## config.mk

```make
export PLATFORM = sky130hd
export DESIGN_NAME = buzzer_tone_driver
export DESIGN_NICKNAME = d
export VERILOG_FILES = /design/src/rtl/buzzer_tone_driver_pkg.sv /design/src/rtl/buzzer_tone_driver_tone_tick_prescaler.sv /design/src/rtl/buzzer_tone_driver.sv
export SDC_FILE = /design/constraint.sdc
export NUM_CORES = 1
export LEC_CHECK = 0
export BUFFER_PORTS_ARGS = -buffer_cell sky130_fd_sc_hd__buf_4
export CELL_PAD_IN_SITES_DETAIL_PLACEMENT = 1
export CELL_PAD_IN_SITES_GLOBAL_PLACEMENT = 2
export CORE_UTILIZATION = 30
export CTS_CLUSTER_DIAMETER = 200
export DETAILED_ROUTE_END_ITERATION = 7
export GPL_ROUTABILITY_DRIVEN = 0
export HOLD_SLACK_MARGIN = 0.05
export PLACE_DENSITY = 0.76
export RECOVER_POWER = 25
export REMOVE_ABC_BUFFERS = 1
export SYNTH_ARGS = -nofsm -noshare
export SYNTH_HDL_FRONTEND = slang
export SYNTH_SLANG_ARGS = --single-unit
```

## constraint.sdc

```tcl
create_clock -name clk -period 2.2 [get_ports clk]
set_input_delay 0.11 -clock clk [delete_from_list [all_inputs] [get_ports clk]]
set_output_delay 0.11 -clock clk [all_outputs]
set_load 0.01 [all_outputs]
```

## src/rtl/buzzer_tone_driver_pkg.sv

```systemverilog
// Shared types and helpers for the buzzer tone driver: FSM encoding, channel count and
// the priority encoder that picks the sounding channel.
package buzzer_tone_driver_pkg;

    localparam int unsigned NCH = 3;

    typedef enum logic [1:0] {
        StIdle = 2'd0,
        StOn   = 2'd1,
        StOff  = 2'd2
    } state_e;

    typedef struct packed {
        logic [1:0]     idx;
        logic [NCH-1:0] onehot;
        logic           any;
    } sel_t;

    // Lowest set bit wins: bit0 beats bit1, bit1 beats bit2.
    function automatic sel_t prio_encode(input logic [NCH-1:0] en);
        sel_t s;
        s     = '0;
        s.any = |en;
        for (int i = NCH - 1; i >= 0; i--) begin
            if (en[i]) begin
                s.idx       = 2'(i);
                s.onehot    = '0;
                s.onehot[i] = 1'b1;
            end
        end
        return s;
    endfunction

endpackage

```

## src/rtl/buzzer_tone_driver_tone_tick_prescaler.sv

```systemverilog
// Tone tick prescaler: free-running 0..PRESCALE-1 counter with a synchronous clear;
// tick is high on the last count.
module buzzer_tone_driver_tone_tick_prescaler #(
    parameter int unsigned PRESCALE = 4
) (
    input  logic clk,
    input  logic rst_n,
    input  logic ena,
    input  logic clr,
    output logic tick
);

    localparam int unsigned CW = (PRESCALE > 1) ? $clog2(PRESCALE) : 1;
    localparam logic [CW-1:0] LAST = CW'(PRESCALE - 1);

    logic [CW-1:0] cnt;

    always_ff @(posedge clk) begin
        if (!rst_n) begin
            cnt <= '0;
        end else if (ena) begin
            if (clr || cnt == LAST) begin
                cnt <= '0;
            end else begin
                cnt <= cnt + CW'(1);
            end
        end
    end

    assign tick = (cnt == LAST);

endmodule

```

## src/rtl/buzzer_tone_driver.sv

```systemverilog
// Buzzer tone driver: selects the highest-priority buzzer enable and plays its square-wave
// pitch on the speaker pin, gated by an on/off beep cadence.
module buzzer_tone_driver
    import buzzer_tone_driver_pkg::*;
#(
    parameter int unsigned PRESCALE  = 4,
    parameter int unsigned HALF0     = 2,
    parameter int unsigned HALF1     = 3,
    parameter int unsigned HALF2     = 4,
    parameter int unsigned ON_TICKS  = 8,
    parameter int unsigned OFF_TICKS = 4
) (
    input  logic           clk,
    input  logic           rst_n,
    input  logic           ena,
    input  logic [NCH-1:0] buzz_en,
    output logic           tone_out,
    output logic [NCH-1:0] chan_active,
    output logic           busy
);

    localparam int unsigned HALF_MAX01 = (HALF0 > HALF1) ? HALF0 : HALF1;
    localparam int unsigned HALF_MAX   = (HALF_MAX01 > HALF2) ? HALF_MAX01 : HALF2;
    localparam int unsigned CAD_MAX    = (ON_TICKS > OFF_TICKS) ? ON_TICKS : OFF_TICKS;
    localparam int unsigned TW         = (HALF_MAX > 1) ? $clog2(HALF_MAX) : 1;
    localparam int unsigned CADW       = (CAD_MAX > 1) ? $clog2(CAD_MAX) : 1;

    if (PRESCALE == 0 || HALF0 == 0 || HALF1 == 0 || HALF2 == 0 ||
        ON_TICKS == 0 || OFF_TICKS == 0) begin : gen_bad_param
        $fatal(1, "buzzer_tone_driver: all parameters must be >= 1");
    end

    function automatic logic [TW-1:0] half_last(input logic [1:0] idx);
        unique case (idx)
            2'd0:    return TW'(HALF0 - 1);
            2'd1:    return TW'(HALF1 - 1);
            default: return TW'(HALF2 - 1);
        endcase
    endfunction

    state_e          state;
    logic [TW-1:0]   tone_cnt;
    logic [CADW-1:0] cad_cnt;
    logic            phase;
    logic [1:0]      ch_idx;

    sel_t sel;
    logic tick;
    logic go_idle;
    logic go_on_new;
    logic cad_end_on;
    logic cad_end_off;
    logic tone_wrap;
    logic presc_clr;

    always_comb begin
        sel         = prio_encode(buzz_en);
        go_idle     = (state != StIdle) && !sel.any;
        // A change of selected channel restarts ON, ahead of any cadence transition.
        go_on_new   = sel.any && (state == StIdle || sel.onehot != chan_active);
        cad_end_on  = (state == StOn) && tick && (cad_cnt == CADW'(ON_TICKS - 1));
        cad_end_off = (state == StOff) && tick && (cad_cnt == CADW'(OFF_TICKS - 1));
        tone_wrap   = tick && (tone_cnt == half_last(ch_idx));
        presc_clr   = !go_idle && (go_on_new || cad_end_on || cad_end_off);
    end

    buzzer_tone_driver_tone_tick_prescaler #(
        .PRESCALE(PRESCALE)
    ) u_prescaler (
        .clk  (clk),
        .rst_n(rst_n),
        .ena  (ena),
        .clr  (presc_clr),
        .tick (tick)
    );

    always_ff @(posedge clk) begin
        if (!rst_n) begin
            state       <= StIdle;
            tone_cnt    <= '0;
            cad_cnt     <= '0;
            phase       <= 1'b1;
            ch_idx      <= '0;
            tone_out    <= 1'b0;
            chan_active <= '0;
            busy        <= 1'b0;
        end else if (ena) begin
            if (go_idle) begin
                state       <= StIdle;
                tone_cnt    <= '0;
                cad_cnt     <= '0;
                phase       <= 1'b1;
                tone_out    <= 1'b0;
                chan_active <= '0;
                busy        <= 1'b0;
            end else if (go_on_new) begin
                state       <= StOn;
                tone_cnt    <= '0;
                cad_cnt     <= '0;
                phase       <= 1'b1;
                ch_idx      <= sel.idx;
                tone_out    <= 1'b1;
                chan_active <= sel.onehot;
                busy        <= 1'b1;
            end else begin
                unique case (state)
                    StOn: begin
                        if (cad_end_on) begin
                            state    <= StOff;
                            cad_cnt  <= '0;
                            tone_cnt <= '0;
                            phase    <= 1'b1;
                            tone_out <= 1'b0;
                        end else if (tick) begin
                            cad_cnt <= cad_cnt + CADW'(1);
                            if (tone_wrap) begin
                                tone_cnt <= '0;
                                phase    <= !phase;
                                tone_out <= !phase;
                            end else begin
                                tone_cnt <= tone_cnt + TW'(1);
                            end
                        end
                    end
                    StOff: begin
                        tone_cnt <= '0;
                        phase    <= 1'b1;
                        if (cad_end_off) begin
                            state    <= StOn;
                            cad_cnt  <= '0;
                            tone_out <= 1'b1;
                        end else begin
                            tone_out <= 1'b0;
                            if (tick) begin
                                cad_cnt <= cad_cnt + CADW'(1);
                            end
                        end
                    end
                    StIdle: begin
                        tone_cnt <= '0;
                        cad_cnt  <= '0;
                        phase    <= 1'b1;
                    end
                    default: begin
                        state       <= StIdle;
                        tone_out    <= 1'b0;
                        chan_active <= '0;
                        busy        <= 1'b0;
                    end
                endcase
            end
        end
    end

endmodule

```

==> impl_metrics.xml, run 1 <==
<?xml version="1.0" encoding="UTF-8"?>
<metrics>
  <group name="synth">
    <metric name="synth-edff-count" unit="">0</metric>
    <metric name="synthArstFlopShare" unit="%">0</metric>
    <metric name="synthesis.instances" unit="">141</metric>
    <metric name="ys_dominant_reg_cell" unit="">sky130_fd_sc_hd__dfxtp_1</metric>
    <metric name="syn_area" unit="sq mm">0.00122</metric>
    <metric name="synth.yosys.seq_area_share" unit="%">27.9</metric>
    <metric name="ys.warnings.count" unit="">0</metric>
    <metric name="ys_seq_elements" unit="">17</metric>
    <metric name="synth.lib_cells_used.distinct" unit="">52</metric>
    <metric name="postSynthAreaPerCell" unit="sq um">8.64</metric>
  </group>
  <group name="sta">
    <metric name="number_of_hold_slack_violations_in_the_final_timing_report" unit="">0</metric>
    <metric name="final.min_clock_period" unit="ns">2.07</metric>
    <metric name="timing_worst_slew_pin_value" unit="ns">0.577</metric>
    <metric name="setup_tns" unit="ns">0</metric>
    <metric name="timing.slew.headroom" unit="%">61.2</metric>
    <metric name="final_min_period_over_clock_period" unit="%">94.2</metric>
    <metric name="post-route-worst-setup-slack" unit="ns">0.127</metric>
    <metric name="skew" unit="ns">0.00271</metric>
    <metric name="final-setup-viol-count" unit="">0</metric>
    <metric name="achievable-frequency" unit="MHz">482</metric>
    <metric name="drv_slew" unit="">0</metric>
    <metric name="grt_setup_unrepaired" unit="">false</metric>
  </group>
  <group name="cells_and_area">
    <metric name="post_route_cells_drive_above_1_share" unit="%">16.4</metric>
    <metric name="antenna_cells_inserted" unit="">0</metric>
    <metric name="design.final.nets" unit="">168</metric>
    <metric name="layout.cell_area.non_filler" unit="sq mm">0.00139</metric>
    <metric name="fill_cells" unit="">442</metric>
    <metric name="synthToLayoutAreaGrowth" unit="%">14.4</metric>
  </group>
  <group name="worst_setup_path">
    <metric name="timing.critical_path.arrival" unit="ns">2.27</metric>
    <metric name="cp-start-kind" unit="">flip-flop</metric>
    <metric name="worstPathRequired" unit="ns">2.40</metric>
    <metric name="critical_path.max_stage_delay" unit="ns">0.42</metric>
    <metric name="cp_cell_sequence" unit="">inv_1, ha_2, nor4b_2, o21ai_1, and2_2, o31ai_4, mux2i_1</metric>
    <metric name="critical_path.endpoint_type" unit="">flip-flop</metric>
    <metric name="critical_path.n_buffers_inverters" unit="">1</metric>
    <metric name="worst-path-max-fanout" unit="">7</metric>
    <metric name="path_class" unit="">reg -&gt; reg</metric>
    <metric name="critical-path-top-delay-family" unit="">simple AND/OR/NAND/NOR gates</metric>
    <metric name="slowest_cell_on_the_critical_path" unit="">sky130_fd_sc_hd__dfxtp_1</metric>
  </group>
  <group name="place">
    <metric name="port_buffers" unit="">10</metric>
    <metric name="dp_worst_setup_slack" unit="ns">0.0231</metric>
    <metric name="dpl_cell_area" unit="sq mm">0.00135</metric>
    <metric name="place_hpwl" unit="um">2710</metric>
  </group>
  <group name="clocking">
    <metric name="insertion_delay" unit="ns">0.26</metric>
    <metric name="clock_tree.buffer_depth" unit="">2</metric>
    <metric name="h-tree-depth" unit="">1</metric>
    <metric name="clk_transition_reported_paths" unit="ns">0.07</metric>
    <metric name="clock_root_buffer" unit="">sky130_fd_sc_hd__clkbuf_8</metric>
    <metric name="tritoncts" unit="">yes</metric>
    <metric name="clkSinkCount" unit="">17</metric>
    <metric name="postCtsSetupRepairBufs" unit="">0</metric>
    <metric name="cts_made_buffers" unit="">3</metric>
    <metric name="ctsResizeCount" unit="">0</metric>
    <metric name="cts_hold_buf" unit="">0</metric>
  </group>
  <group name="global_routing">
    <metric name="total_grt_overflow" unit="">0</metric>
    <metric name="global_route_wire_length_before_repair" unit="um">6020</metric>
    <metric name="pin_count_of_the_biggest_net_entering_global_routing" unit="">18</metric>
    <metric name="antenna_found_initial" unit="">0</metric>
    <metric name="groute.usage.overall" unit="%">18.5</metric>
    <metric name="via_count_of_the_first_global_routing_pass" unit="">1152</metric>
  </group>
  <group name="die">
    <metric name="io_pins" unit="">11</metric>
    <metric name="chipHeight" unit="um">65.7</metric>
    <metric name="core_region_area" unit="sq mm">0.00377</metric>
    <metric name="fp.dieArea" unit="sq mm">0.00432</metric>
    <metric name="die_width" unit="um">65.7</metric>
    <metric name="site_rows" unit="">22</metric>
    <metric name="initial_core_util" unit="%">32.3</metric>
  </group>
  <group name="power_and_ir_drop">
    <metric name="leakagePower" unit="nW">0.530</metric>
    <metric name="powerDensity" unit="mW/mm^2">528</metric>
    <metric name="max-vdd-ir-drop" unit="mV">0.225</metric>
  </group>
  <group name="job">
    <metric name="max_cap_viol_count" unit="">0</metric>
  </group>
  <group name="hold_path">
    <metric name="hold_path.class" unit="">in -&gt; reg</metric>
  </group>
  <group name="drt">
    <metric name="detail_route.vias_per_cell" unit="">5.59</metric>
    <metric name="remaining_drc_errors" unit="">0</metric>
    <metric name="finalWirelength" unit="um">3520</metric>
    <metric name="vias" unit="">1118</metric>
    <metric name="drtIter0Drc" unit="">41</metric>
    <metric name="drtAntennaViolNets" unit="">0</metric>
    <metric name="first_pass_iters" unit="">4</metric>
    <metric name="avgRoutedWirePerCell" unit="um">17.6</metric>
  </group>
  <group name="outcome">
    <metric name="status" unit="">complete, no violations</metric>
  </group>
</metrics>
-- routing by layer --
layer	GRT usage [%]	part of all wire, %	vias to the layer above
li1	-	-	558
met1	26.1	50	552
met2	29.2	48	6
met3	2.08	1.1	2
met4	5.16	1.1	0
met5	0	0	-
-- per-stage QoR --
stage                     utilization, %  cells  hold slack (ns)  total power, W
final                               37.0    200            0.145        0.000736
after CTS                           37.0    200            0.147        0.000745
after global routing                37.0    200            0.155        0.000776
after global placement              35.8    196            0.410        0.000484
after detailed placement            35.8    196            0.425        0.000490
after floorplan                        -    134            0.227        0.000424
-- cells by family after synthesis --
family / share of synthesized area, %
and+or+nand+nor: 25.2
AOI/OAI and AO/OA: 27.7
DFF: 27.9
buffers and inverters: 5.54
adders and majority gates: 9.24
muxes: 3.70
xor gates and xnor gates: 0.719
-- synth_stat cells, types with 4 or more instances --
cell type	instances	area (sq um)
sky130_fd_sc_hd__nor2b_1	4	25.0
sky130_fd_sc_hd__and2_1	4	25.0
sky130_fd_sc_hd__nor2_1	5	18.8
sky130_fd_sc_hd__nor3_1	5	25.0
sky130_fd_sc_hd__a21oi_1	4	20.0
sky130_fd_sc_hd__o21ai_1	4	20.0
sky130_fd_sc_hd__inv_1	9	33.8
sky130_fd_sc_hd__dfxtp_1	17	340
sky130_fd_sc_hd__nand2_1	13	48.8
sky130_fd_sc_hd__ha_1	9	113
-- worst register-to-register path, cell delays in order, from the launching register on --
cell                      delay (ns)
sky130_fd_sc_hd__dfxtp_1        0.42
sky130_fd_sc_hd__inv_1          0.10
sky130_fd_sc_hd__ha_2           0.24
sky130_fd_sc_hd__nor4b_2        0.26
sky130_fd_sc_hd__o21ai_1        0.16
sky130_fd_sc_hd__and2_2         0.30
sky130_fd_sc_hd__o31ai_4        0.30
sky130_fd_sc_hd__mux2i_1        0.21
-- worst paths after layout --
path                                               from                          end  slack [ns]  depth (start not counted)
worst max register to register    state[0]$_SDFFE_PN0P_     tone_cnt[0]$_SDFFE_PN0P_        0.13                          7
worst min-delay path                         buzz_en[0]  chan_active[0]$_SDFFE_PN0P_        0.14                          2
worst max-delay path              state[0]$_SDFFE_PN0P_     tone_cnt[0]$_SDFFE_PN0P_        0.13                          7
worst min register to register  cad_cnt[1]$_SDFFE_PN0P_      cad_cnt[1]$_SDFFE_PN0P_        0.48                          2
-- area by class of cell --
| type | instances | area (sq um) | area share, % |
|---|---|---|---|
| Timing Repair Buffer | 14 | 86.3 | 6.19 |
| Tap cell | 48 | 60.1 | 4.31 |
| Inverter | 9 | 33.8 | 2.42 |
| Clock buffer | 4 | 45.0 | 3.23 |
| Multi-Input combinational cell | 108 | 828 | 59.4 |
| Sequential cell | 17 | 340 | 24.4 |
-- cells in the final DEF (no fill, tap or decap), types with 2 or more instances in the layout --
cell                       Yosys  final
sky130_fd_sc_hd__nand2b_1      2      2
sky130_fd_sc_hd__nor2_1        5      5
sky130_fd_sc_hd__o22ai_1       2      2
sky130_fd_sc_hd__a21oi_1       4      4
sky130_fd_sc_hd__nand4_1       3      3
sky130_fd_sc_hd__o32ai_1       2      2
sky130_fd_sc_hd__mux2i_1       2      2
sky130_fd_sc_hd__nor4_1        3      3
sky130_fd_sc_hd__dfxtp_1      17     17
sky130_fd_sc_hd__nor3_1        5      5
sky130_fd_sc_hd__ha_1          9      8
sky130_fd_sc_hd__and3_1        2      2
sky130_fd_sc_hd__nor2b_1       4      4
sky130_fd_sc_hd__o21ai_1       4      4
sky130_fd_sc_hd__and2_1        4      3
sky130_fd_sc_hd__a31o_1        3      3
sky130_fd_sc_hd__o21a_1        2      2
sky130_fd_sc_hd__nor4b_1       2      2
sky130_fd_sc_hd__buf_4         1      9
sky130_fd_sc_hd__o31ai_1       2      2
sky130_fd_sc_hd__nand2_1      13     13
sky130_fd_sc_hd__clkbuf_8      0      3
sky130_fd_sc_hd__a31oi_1       3      3
sky130_fd_sc_hd__clkbuf_1      3      6
sky130_fd_sc_hd__a32o_1        3      3
sky130_fd_sc_hd__a211oi_1      3      3
sky130_fd_sc_hd__inv_1         9      9
-- report_power, final --
part	total (W)	internal, W	switching (W)
registers	0.000330	0.000318	0.0000116
clock network	0.000252	0.000129	0.000123
logic	0.000154	0.0000615	0.0000926
-- registers in the layout, summed over array words and instances, names as in the netlist --
| register | cells |
|---|---|
| chan_active | 3 |
| phase | 1 |
| busy | 1 |
| tone_cnt | 2 |
| u_prescaler.cnt | 2 |
| state | 2 |
| cad_cnt | 3 |
| tone_out | 1 |
| ch_idx | 2 |
(Power assumes the default switching activity.)
==> run 2: changes to the inputs <==
--- a/config.mk
+++ b/config.mk
@@ -13,7 +13,7 @@
 export DETAILED_ROUTE_END_ITERATION = 7
 export GPL_ROUTABILITY_DRIVEN = 0
 export HOLD_SLACK_MARGIN = 0.05
-export PLACE_DENSITY = 0.76
+export PLACE_DENSITY_LB_ADDON = 0.25
 export RECOVER_POWER = 25
 export REMOVE_ABC_BUFFERS = 1
 export SYNTH_ARGS = -nofsm -noshare
==> impl_metrics.xml, run 2 (synthesized netlist as in run 1, its figures left out) <==
<?xml version="1.0" encoding="UTF-8"?>
<metrics>
  <group name="worst_setup_path">
    <metric name="critical_path.endpoint_type" unit="">flip-flop</metric>
    <metric name="worstPathRequired" unit="ns">2.35</metric>
    <metric name="crit-reg2reg-launch" unit="">state[1]$_SDFFE_PN0P_</metric>
    <metric name="critical_path.max_stage_delay" unit="ns">0.33</metric>
    <metric name="cp-start-kind" unit="">flip-flop</metric>
    <metric name="reg2regPathDepth" unit="">7</metric>
    <metric name="slowest_cell_on_the_critical_path" unit="">sky130_fd_sc_hd__dfxtp_1</metric>
    <metric name="cp_cell_sequence" unit="">inv_1, ha_1, and4bb_2, a21o_1, a21boi_1, o21ai_2, a32o_1</metric>
    <metric name="r2r_setup_slack" unit="ns">0.15</metric>
    <metric name="timing.critical_path.arrival" unit="ns">2.20</metric>
    <metric name="r2r-end" unit="">chan_active[1]$_SDFFE_PN0P_</metric>
    <metric name="worst-path-max-fanout" unit="">6</metric>
    <metric name="path_class" unit="">reg -&gt; reg</metric>
  </group>
  <group name="drt">
    <metric name="vias" unit="">1151</metric>
    <metric name="remaining_drc_errors" unit="">0</metric>
    <metric name="detail_route.vias_per_cell" unit="">5.70</metric>
    <metric name="finalWirelength" unit="um">3490</metric>
    <metric name="avgRoutedWirePerCell" unit="um">17.3</metric>
    <metric name="drtIter0Drc" unit="">29</metric>
    <metric name="first_pass_iters" unit="">4</metric>
    <metric name="drtAntennaViolNets" unit="">0</metric>
  </group>
  <group name="die">
    <metric name="io_pins" unit="">11</metric>
    <metric name="site_rows" unit="">22</metric>
    <metric name="core_region_area" unit="sq mm">0.00377</metric>
    <metric name="die_width" unit="um">65.7</metric>
    <metric name="fp.dieArea" unit="sq mm">0.00432</metric>
    <metric name="chipHeight" unit="um">65.7</metric>
    <metric name="initial_core_util" unit="%">32.3</metric>
  </group>
  <group name="hold_path">
    <metric name="hold_path.class" unit="">in -&gt; reg</metric>
    <metric name="hold_start" unit="">buzz_en[0]</metric>
    <metric name="min_delay_worst_endpoint" unit="">chan_active[0]$_SDFFE_PN0P_</metric>
    <metric name="min_path_cells" unit="">2</metric>
  </group>
  <group name="clocking">
    <metric name="postCtsSetupRepairBufs" unit="">0</metric>
    <metric name="clock_root_buffer" unit="">sky130_fd_sc_hd__clkbuf_8</metric>
    <metric name="insertion_delay" unit="ns">0.26</metric>
    <metric name="clock_tree.buffer_depth" unit="">2</metric>
    <metric name="h-tree-depth" unit="">1</metric>
    <metric name="tritoncts" unit="">yes</metric>
    <metric name="clk_transition_reported_paths" unit="ns">0.07</metric>
    <metric name="ctsResizeCount" unit="">0</metric>
    <metric name="cts_hold_buf" unit="">0</metric>
    <metric name="clkSinkCount" unit="">17</metric>
    <metric name="cts_made_buffers" unit="">3</metric>
  </group>
  <group name="power_and_ir_drop">
    <metric name="leakagePower" unit="nW">0.542</metric>
    <metric name="switchingPower" unit="W">0.000220</metric>
    <metric name="combinationalPowerShare" unit="%">20.8</metric>
    <metric name="swShare" unit="%">30.2</metric>
    <metric name="clockPowerShare" unit="%">33.9</metric>
    <metric name="max-vdd-ir-drop" unit="mV">0.348</metric>
    <metric name="power.share.sequential" unit="%">45.3</metric>
    <metric name="powerDensity" unit="mW/mm^2">520</metric>
    <metric name="power_internal" unit="W">0.000507</metric>
  </group>
  <group name="cells_and_area">
    <metric name="final_common_cell" unit="">sky130_fd_sc_hd__dfxtp_1</metric>
    <metric name="post_route_cells_drive_above_1_share" unit="%">16.2</metric>
    <metric name="design.final.nets" unit="">170</metric>
    <metric name="commonest_cells_after_routing_fill_and_taps_aside" unit="">17 x sky130_fd_sc_hd__dfxtp_1, 13 x sky130_fd_sc_hd__nand2_1, 11 x sky130_fd_sc_hd__buf_4</metric>
    <metric name="synthToLayoutAreaGrowth" unit="%">14.8</metric>
    <metric name="largest_regs" unit="">cad_cnt: 3 flops, chan_active: 3 flops</metric>
    <metric name="antenna_cells_inserted" unit="">0</metric>
    <metric name="layout.cell_area.non_filler" unit="sq mm">0.00140</metric>
  </group>
  <group name="global_routing">
    <metric name="pin_count_of_the_biggest_net_entering_global_routing" unit="">18</metric>
    <metric name="antenna_found_initial" unit="">0</metric>
    <metric name="via_count_of_the_first_global_routing_pass" unit="">1137</metric>
    <metric name="total_grt_overflow" unit="">0</metric>
    <metric name="global_route_wire_length_before_repair" unit="um">5720</metric>
    <metric name="grt_most_used_layer" unit="">met2</metric>
    <metric name="grt_util_met2" unit="%">28.3</metric>
    <metric name="groute.usage.overall" unit="%">17.6</metric>
    <metric name="grt_use_met3" unit="%">3.13</metric>
    <metric name="global_route.usage.met1" unit="%">24.2</metric>
  </group>
  <group name="outcome">
    <metric name="status" unit="">complete, no violations</metric>
  </group>
  <group name="sta">
    <metric name="final-setup-viol-count" unit="">0</metric>
    <metric name="setup_tns" unit="ns">0</metric>
    <metric name="timing.slew.headroom" unit="%">70.8</metric>
    <metric name="final.min_clock_period" unit="ns">2.05</metric>
    <metric name="grt_setup_unrepaired" unit="">false</metric>
    <metric name="number_of_hold_slack_violations_in_the_final_timing_report" unit="">0</metric>
    <metric name="skew" unit="ns">0.00266</metric>
    <metric name="drv_slew" unit="">0</metric>
    <metric name="achievable-frequency" unit="MHz">487</metric>
    <metric name="final_min_period_over_clock_period" unit="%">93.4</metric>
    <metric name="timing_worst_slew_pin_value" unit="ns">0.434</metric>
  </group>
  <group name="place">
    <metric name="port_buffers" unit="">10</metric>
    <metric name="place_hpwl" unit="um">2610</metric>
    <metric name="dpl_cell_area" unit="sq mm">0.00137</metric>
  </group>
  <group name="job">
    <metric name="max_cap_viol_count" unit="">0</metric>
  </group>
</metrics>
-- run 2: area by class of cell --
cell class,instances,area [sq um]
clock buffer,4,45.0
fill,448,2370
inverter,9,33.8
multi-input combinational,108,818
sequential,17,340
tap,48,60.1
timing repair buffer,16,101
-- run 2: power groups by stage --
stage                     clock (W)  combinational [W]  sequential, W
after CTS                  0.000253           0.000155       0.000330
after detailed placement          0           0.000152       0.000337
after floorplan                   0          0.0000872       0.000337
final                      0.000247           0.000151       0.000329
after global placement            0           0.000150       0.000336
after global routing       0.000273           0.000165       0.000331
-- run 2: per-stage QoR --
stage / hold slack [ns] / total power, W / setup slack [ns] / std cells / util [%]
floorplan: 0.227 / 0.000424 / 0.311 / 134 / -
global placement: 0.420 / 0.000486 / 0.191 / 198 / 36.2
detailed placement: 0.426 / 0.000489 / 0.0959 / 198 / 36.2
CTS: 0.160 / 0.000737 / 0.0754 / 202 / 37.4
global route: 0.166 / 0.000769 / 0.0159 / 202 / 37.1
finish: 0.163 / 0.000727 / 0.146 / 202 / 37.1
-- run 2: routing by layer --
metal	up-vias	share of wire (%)
met2	17	46
met5	-	0
met4	0	0.89
li1	555	-
met1	575	50
met3	4	3.6
-- run 2: critical path: cells and delay by family, from the launching register on --
family                     cells  cell delay (ns)
and+or+nand+nor                1             0.27
DFF                            1             0.33
adders and majority gates      1             0.26
buffers and inverters          1             0.11
AOI/OAI and AO/OA              4             0.98
-- run 2: how the worst max path moves through the flow --
stage | start | slack, ns | cells after the start | endpoint
final | state[1]$_SDFFE_PN0P_ | 0.15 | 7 | chan_active[1]$_SDFFE_PN0P_
after global routing | state[0]$_SDFFE_PN0P_ | 0.02 | 7 | busy$_SDFFE_PN0P_
after CTS | state[1]$_SDFFE_PN0P_ | 0.08 | 7 | chan_active[1]$_SDFFE_PN0P_
after detailed placement | state[1]$_SDFFE_PN0P_ | 0.1 | 7 | chan_active[1]$_SDFFE_PN0P_
after global placement | state[1]$_SDFFE_PN0P_ | 0.19 | 7 | chan_active[1]$_SDFFE_PN0P_
after floorplan | state[1]$_SDFFE_PN0P_ | 0.31 | 7 | tone_cnt[1]$_SDFFE_PN0P_
